--- config.mk ---
export PLATFORM = sky130hd
export DESIGN_NAME = uart_tx_buffer
export DESIGN_NICKNAME = d
export VERILOG_FILES = /design/src/rtl/uart_tx_buffer_pkg.sv /design/src/rtl/sync_fifo_byte.sv /design/src/rtl/uart_tx_buffer.sv
export SDC_FILE = /design/constraint.sdc
export NUM_CORES = 1
export LEC_CHECK = 0
export CELL_PAD_IN_SITES_DETAIL_PLACEMENT = 0
export CELL_PAD_IN_SITES_GLOBAL_PLACEMENT = 1
export CORE_MARGIN = 2
export CORE_UTILIZATION = 54
export CTS_CLUSTER_DIAMETER = 40
export DETAILED_ROUTE_END_ITERATION = 8
export DONT_BUFFER_PORTS = 1
export GPL_ROUTABILITY_DRIVEN = 0
export PLACE_DENSITY = 0.88
export SLEW_MARGIN = 20
export SYNTH_ARGS = -nofsm -noshare
export SYNTH_HDL_FRONTEND = slang
export SYNTH_SLANG_ARGS = --single-unit
export TNS_END_PERCENT = 100
--- constraint.sdc ---
create_clock -name clk -period 2.5 [get_ports clk]
set_clock_uncertainty 0.05 [all_clocks]
set_input_delay 0.625 -clock clk [delete_from_list [all_inputs] [get_ports clk]]
set_output_delay 0.625 -clock clk [all_outputs]
set_load 0.05 [all_outputs]
--- src/rtl/uart_tx_buffer_pkg.sv ---
`default_nettype none
// ============================================================================
// Module  : uart_tx_buffer_pkg
// Brief   : Shared constants and send-FSM state encoding for uart_tx_buffer.
// Revision: 1.0 - initial release
// ============================================================================
package uart_tx_buffer_pkg;

    localparam logic [7:0] ASCII_CR = 8'h0D;
    localparam logic [7:0] ASCII_LF = 8'h0A;

    typedef enum logic [1:0] {
        ST_IDLE    = 2'd0,
        ST_WAIT_LO = 2'd1,
        ST_WAIT_HI = 2'd2,
        ST_LF      = 2'd3
    } tx_state_e;

    // True when a popped byte must be followed by an automatic line feed.
    function automatic logic needs_lf(input logic add_lf, input logic [7:0] b);
        return add_lf && (b == ASCII_CR);
    endfunction

endpackage
`default_nettype wire

--- src/rtl/sync_fifo_byte.sv ---
`default_nettype none
// ============================================================================
// Module  : sync_fifo_byte
// Brief   : Byte-wide synchronous FIFO, first-word fall-through, with
//           registered occupancy, full and empty flags.
// Revision: 1.0 - initial release
// ============================================================================
module sync_fifo_byte #(
    parameter int DEPTH = 16,
    parameter int AW    = 4
) (
    input  logic          clk,
    input  logic          rst_n,
    input  logic          push_i,
    input  logic          pop_i,
    input  logic [7:0]    din_i,
    output logic [7:0]    dout_o,
    output logic [AW:0]   count_o,
    output logic          full_o,
    output logic          empty_o
);

    localparam logic [AW:0] C_FULL_CNT = (AW+1)'(DEPTH);

    logic [7:0]    mem_q [DEPTH];
    logic [AW-1:0] wr_ptr_q;
    logic [AW-1:0] rd_ptr_q;
    logic [AW:0]   count_q;
    logic [AW:0]   count_d;
    logic          full_q;
    logic          empty_q;
    logic          w_push;
    logic          w_pop;

    // Qualify requests against the flags as they stand at the start of the cycle.
    assign w_push = push_i & ~full_q;
    assign w_pop  = pop_i  & ~empty_q;

    // Next occupancy: simultaneous push and pop leave it unchanged.
    always_comb begin
        count_d = count_q;
        if (w_push && !w_pop) begin
            count_d = count_q + 1'b1;
        end else if (!w_push && w_pop) begin
            count_d = count_q - 1'b1;
        end
    end

    // Storage array; contents need no reset since empty gates every read.
    always_ff @(posedge clk) begin
        if (w_push) begin
            mem_q[wr_ptr_q] <= din_i;
        end
    end

    // Pointers wrap naturally at DEPTH; flags are derived from the next count.
    always_ff @(posedge clk or negedge rst_n) begin
        if (!rst_n) begin
            wr_ptr_q <= '0;
            rd_ptr_q <= '0;
            count_q  <= '0;
            full_q   <= 1'b0;
            empty_q  <= 1'b1;
        end else begin
            if (w_push) begin
                wr_ptr_q <= wr_ptr_q + 1'b1;
            end
            if (w_pop) begin
                rd_ptr_q <= rd_ptr_q + 1'b1;
            end
            count_q <= count_d;
            full_q  <= (count_d == C_FULL_CNT);
            empty_q <= (count_d == '0);
        end
    end

    assign dout_o  = mem_q[rd_ptr_q];
    assign count_o = count_q;
    assign full_o  = full_q;
    assign empty_o = empty_q;

endmodule
`default_nettype wire

--- src/rtl/uart_tx_buffer.sv ---
`default_nettype none
// ============================================================================
// Module  : uart_tx_buffer
// Brief   : Byte FIFO plus send-handshake FSM feeding a UART transmitter,
//           with optional CR -> CR+LF expansion, handshake timeout and a
//           sticky overflow flag.
// Revision: 1.0 - initial release
// ============================================================================
module uart_tx_buffer
    import uart_tx_buffer_pkg::*;
#(
    parameter int DEPTH   = 16,
    parameter int AW      = 4,
    parameter bit ADD_LF  = 1'b1,
    parameter int BUSY_TO = 15
) (
    input  logic          clk,
    input  logic          rst_n,
    input  logic [7:0]    wr_data_i,
    input  logic          wr_en_i,
    input  logic          tx_ready_i,
    output logic [7:0]    tx_dat_o,
    output logic          tx_send_o,
    input  logic          ovf_clr_i,
    output logic [AW:0]   count_o,
    output logic          full_o,
    output logic          empty_o,
    output logic          overflow_o
);

    localparam int                C_TMO_W    = (BUSY_TO < 2) ? 1 : $clog2(BUSY_TO + 1);
    localparam logic [C_TMO_W-1:0] C_TMO_LOAD = C_TMO_W'(BUSY_TO);

    tx_state_e          state_q;
    logic [7:0]         tx_dat_q;
    logic               tx_send_q;
    logic               lf_pend_q;
    logic [C_TMO_W-1:0] tmo_q;
    logic               overflow_q;
    logic               overflow_d;

    logic [7:0]         w_fifo_dout;
    logic [AW:0]        w_fifo_count;
    logic               w_fifo_full;
    logic               w_fifo_empty;
    logic               w_pop;

    // Only an idle FSM with a ready UART consumes the head byte.
    assign w_pop = (state_q == ST_IDLE) && !w_fifo_empty && tx_ready_i;

    sync_fifo_byte #(
        .DEPTH (DEPTH),
        .AW    (AW)
    ) u_fifo (
        .clk     (clk),
        .rst_n   (rst_n),
        .push_i  (wr_en_i),
        .pop_i   (w_pop),
        .din_i   (wr_data_i),
        .dout_o  (w_fifo_dout),
        .count_o (w_fifo_count),
        .full_o  (w_fifo_full),
        .empty_o (w_fifo_empty)
    );

    // Sticky overflow: a dropped push wins over a simultaneous clear.
    always_comb begin
        overflow_d = overflow_q;
        if (ovf_clr_i) begin
            overflow_d = 1'b0;
        end
        if (wr_en_i && w_fifo_full) begin
            overflow_d = 1'b1;
        end
    end

    // Overflow flag register.
    always_ff @(posedge clk or negedge rst_n) begin
        if (!rst_n) begin
            overflow_q <= 1'b0;
        end else begin
            overflow_q <= overflow_d;
        end
    end

    // Send FSM: pop/send, wait for busy (or timeout), wait for ready, optional LF.
    always_ff @(posedge clk or negedge rst_n) begin
        if (!rst_n) begin
            state_q   <= ST_IDLE;
            tx_dat_q  <= 8'h00;
            tx_send_q <= 1'b0;
            lf_pend_q <= 1'b0;
            tmo_q     <= '0;
        end else begin
            tx_send_q <= 1'b0;
            case (state_q)
                ST_IDLE: begin
                    if (w_pop) begin
                        tx_dat_q  <= w_fifo_dout;
                        tx_send_q <= 1'b1;
                        tmo_q     <= C_TMO_LOAD;
                        lf_pend_q <= needs_lf(ADD_LF, w_fifo_dout);
                        state_q   <= ST_WAIT_LO;
                    end
                end
                ST_WAIT_LO: begin
                    // A UART that never drops ready must not stall the queue.
                    if (!tx_ready_i || (tmo_q == '0)) begin
                        state_q <= ST_WAIT_HI;
                    end else begin
                        tmo_q <= tmo_q - 1'b1;
                    end
                end
                ST_WAIT_HI: begin
                    if (tx_ready_i) begin
                        state_q <= lf_pend_q ? ST_LF : ST_IDLE;
                    end
                end
                ST_LF: begin
                    tx_dat_q  <= ASCII_LF;
                    tx_send_q <= 1'b1;
                    lf_pend_q <= 1'b0;
                    tmo_q     <= C_TMO_LOAD;
                    state_q   <= ST_WAIT_LO;
                end
            endcase
        end
    end

    assign tx_dat_o   = tx_dat_q;
    assign tx_send_o  = tx_send_q;
    assign count_o    = w_fifo_count;
    assign full_o     = w_fifo_full;
    assign empty_o    = w_fifo_empty;
    assign overflow_o = overflow_q;

endmodule
`default_nettype wire
==> run_results.csv <==
group,metric,value,unit
detailed_routing,dr.first_iter.drc_count,314,
logic_synthesis,syn_avg_cell_area,17.0,um2
pwr,p_leak,2.72,nW
cells_and_area,final_common_cell,"edfxtp_1",
detailed_routing,drt-total-wl,13.1,mm
global_routing,grt_max_degree,35,
cells_and_area,antenna_cells,0,
pwr,switchingPower,3.27,mW
hold_path,min_path_type,"in -> reg",
sta,final_hold_viol_count,0,
sta,worst_pin_slew,0.556,ns
detailed_routing,route.vias.total,3518,
place,pre_cts_slack,0.0825,ns
sta,finalCritPeriodShare,0.977,
global_routing,antenna_found_initial,0,
global_routing,grt_pass1_wl,20.7,mm
cts,cts_tree,"built",
sta,slew_headroom,0.630,
cells_and_area,nets,453,
detailed_routing,drc,0,
pwr,swShare,0.354,
sta,worst_slack,0.0579,ns
logic_synthesis,syn_inst,390,
cts,cts_setup_buffers,0,
sta,maxSlewViolCount,0,
sta,hold_slack,0.241,ns
logic_synthesis,ys_types,45,
cts,clk_pin_slew_worst_paths,0.07,ns
detailed_routing,detail_route.wl_per_cell,22.3,um
critical_path,critPathMaxFanout,14,
logic_synthesis,ys_ff_latch,160,
cells_and_area,seq_area,4650,um2
logic_synthesis,syn-cell-area,6650,um2
die,pin_count,30,
cells_and_area,drive_above_1_share,0.218,
critical_path,path_cells,"buf_12 -> mux4_1 -> a22oi_1 -> nand2_1 -> or4b_1 -> o31ai_2",
global_routing,gr-total-overflow,0,
critical_path,critPathKind,"reg -> reg",
critical_path,cpPeakStageDelay,0.57,ns
detailed_routing,firstDrtPassIters,4,
sta,rsz0062_at_grt,"no",
critical_path,cpLargestDelayFamily,"simple AND/OR/NAND/NOR gates",
global_routing,grt_pass1_vias,3604,
pwr,powerDensity,1220,nW/um2
die,start_util,0.554,
logic_synthesis,synth_nets,415,
cts,htreeDepth,4,
critical_path,worstSetupEndpointType,"flip-flop",
global_routing,grtUsageTotal,0.221,
detailed_routing,ant_nets,0,
critical_path,crit_slowest_cell,"mux4_1",
die,die_w,115,um
logic_synthesis,seq_area_frac_synth,0.699,
pwr,power_frac_clock,0.256,
critical_path,crit_buf_inv,1,
pwr,power_frac_comb,0.307,
sta,min_period,2.44,ns
pwr,cell_internal_pwr,5.98,mW
job,drv_cap,0,
die,std_cell_rows,40,
cells_and_area,num-fill-cells,814,
pwr,seqPwrFrac,0.438,
detailed_routing,via_per_inst,5.98,
die,die_y,115,um
place,place.port_buffers,0,
pwr,peakVddDrop,516,uV
cells_and_area,multi_input_area,1830,um2
cts,cts_sinks,160,
sta,fmax,409,MHz
place,hpwlAfterDp,8.65,mm
cells_and_area,area_growth,14.0,%
critical_path,cp-start-kind,"flip-flop",
cells_and_area,layout_common_cells,"edfxtp_1 (128), buf_4 (33), dfrtp_1 (30)",
die,core,12000,um2
die,die-area,13200,um2
cts,cts-root-buf,"clkbuf_16",
critical_path,arrival,2.72,ns
cts,clk_latency,0.43,ns
cts,clk_path_buf_depth,2,
sta,setup_viol,0,
logic_synthesis,synth_warnings,0,
sta,final.setup.tns,0,ns
critical_path,worstPathRequired,2.78,ns
outcome,status,"completed",
cts,cts_made_buffers,17,
kinds of logic (layout without fill, tap and decap cells):
group                      Yosys count  in the layout  synth area share
muxes                               39             39             0.125
adders and majority gates           14             14            0.0256
buffers and inverters               32             83            0.0273
DFF                                160            160             0.699
and+or+nand+nor                     81             81            0.0574
AOI/OAI and AO/OA                   53             53            0.0516
xor gates and xnor gates            11             11            0.0145
cell usage after synthesis, drive strengths merged:
| master | count | area, um2 |
|---|---|---|
| nand2 | 26 | 97.6 |
| o2111ai | 2 | 17.5 |
| nand2b | 3 | 18.8 |
| ha | 12 | 150 |
| nor2b | 4 | 25.0 |
| mux2 | 2 | 22.5 |
| a32oi | 1 | 8.76 |
| nand3b | 2 | 15.0 |
| nand4 | 2 | 12.5 |
| nor3b | 1 | 7.51 |
| a21oi | 15 | 75.1 |
| and2b | 1 | 8.76 |
| dfrtp | 31 | 776 |
| o21ba | 1 | 10.0 |
| a211o | 1 | 8.76 |
| nor2 | 23 | 86.3 |
| mux2i | 5 | 50.1 |
| and3 | 1 | 6.26 |
| a31oi | 1 | 6.26 |
| a41o | 2 | 20.0 |
| and2 | 1 | 6.26 |
| dfstp | 1 | 26.3 |
| o21ai | 11 | 55.1 |
| and3b | 1 | 8.76 |
| o21bai | 1 | 7.51 |
| inv | 14 | 52.6 |
| buf | 8 | 71.3 |
| o31ai | 1 | 7.51 |
| nor3 | 7 | 35.0 |
| or4b | 1 | 10.0 |
| a22oi | 16 | 120 |
| maj3 | 2 | 20.0 |
| nand3 | 7 | 35.0 |
| nand4b | 1 | 8.76 |
| clkbuf | 10 | 57.6 |
| edfxtp | 128 | 3840 |
| mux4 | 32 | 758 |
| o22ai | 1 | 6.26 |
| xnor2 | 11 | 96.3 |
cell type report:
type	instances	share of cell area
clock inverter	12	0.0132
timing repair buffer	37	0.0419
sequential	160	0.613
multi-input combinational	198	0.242
clock buffer	20	0.0589
tap	147	0.0243
inverter	14	0.00693
state kept, by name (all words and copies together) (netlist names):
| signal | flops |
|---|---|
| u_fifo.mem_q | 128 |
| tx_dat_o | 8 |
| u_fifo.count_o | 5 |
| tmo_q | 4 |
| u_fifo.rd_ptr_q | 4 |
| u_fifo.wr_ptr_q | 4 |
| state_q | 2 |
| lf_pend_q | 1 |
| overflow_o | 1 |
| tx_send_o | 1 |
| u_fifo.empty_o | 1 |
| u_fifo.full_o | 1 |
worst paths after layout:
| check | cells after the start | from | endpoint | slack (ns) |
|---|---|---|---|---|
| min in group asynchronous | 2 | rst_n | u_fifo.rd_ptr_q[3] | 0.62 |
| worst min-delay path | 0 | wr_data_i[2] | u_fifo.mem_q[8][2] | 0.24 |
| max in group asynchronous | 2 | rst_n | u_fifo.empty_o | 1.53 |
| worst max register to register | 6 | u_fifo.rd_ptr_q[0] | lf_pend_q | 0.06 |
| worst min register to register | 2 | tmo_q[3] | tmo_q[3] | 0.54 |
| worst max-delay path | 6 | u_fifo.rd_ptr_q[0] | lf_pend_q | 0.06 |
what timing repair did:
item / 4_1_cts / 5_1_grt
gates resized for setup: 0 / 2
endpoints found under the setup margin: 0 / 1
hold buffers: 2 / 0
endpoints found under the hold margin: 32 / 0
power groups by stage:
stage | clock network (mW) | logic (mW) | registers (mW)
2_1_floorplan | 0 | 2.04 | 4.02
3_3_place_gp | 0 | 2.72 | 4.08
3_5_place_dp | 0 | 2.78 | 4.11
4_1_cts | 2.41 | 2.83 | 4.05
5_1_grt | 2.53 | 3.12 | 4.11
6_report | 2.36 | 2.84 | 4.05
metal layers:
metal | wire length [um] | GRT usage | vias up
li1 | - | - | 1599
met1 | 5200 | 0.282 | 1761
met2 | 6640 | 0.353 | 140
met3 | 1030 | 0.0738 | 18
met4 | 241 | 0.0932 | 0
met5 | 0 | 0 | -
stage by stage:
stage	util	instance area [um2]	total power [mW]	std cells
2_1_floorplan	-	6650	6.06	390
3_3_place_gp	0.582	6990	6.80	554
3_5_place_dp	0.582	6990	6.89	554
4_1_cts	0.630	7570	9.29	588
5_1_grt	0.631	7580	9.75	588
6_report	0.631	7580	9.25	588
No activity file was read; power rests on OpenSTA's default activity.
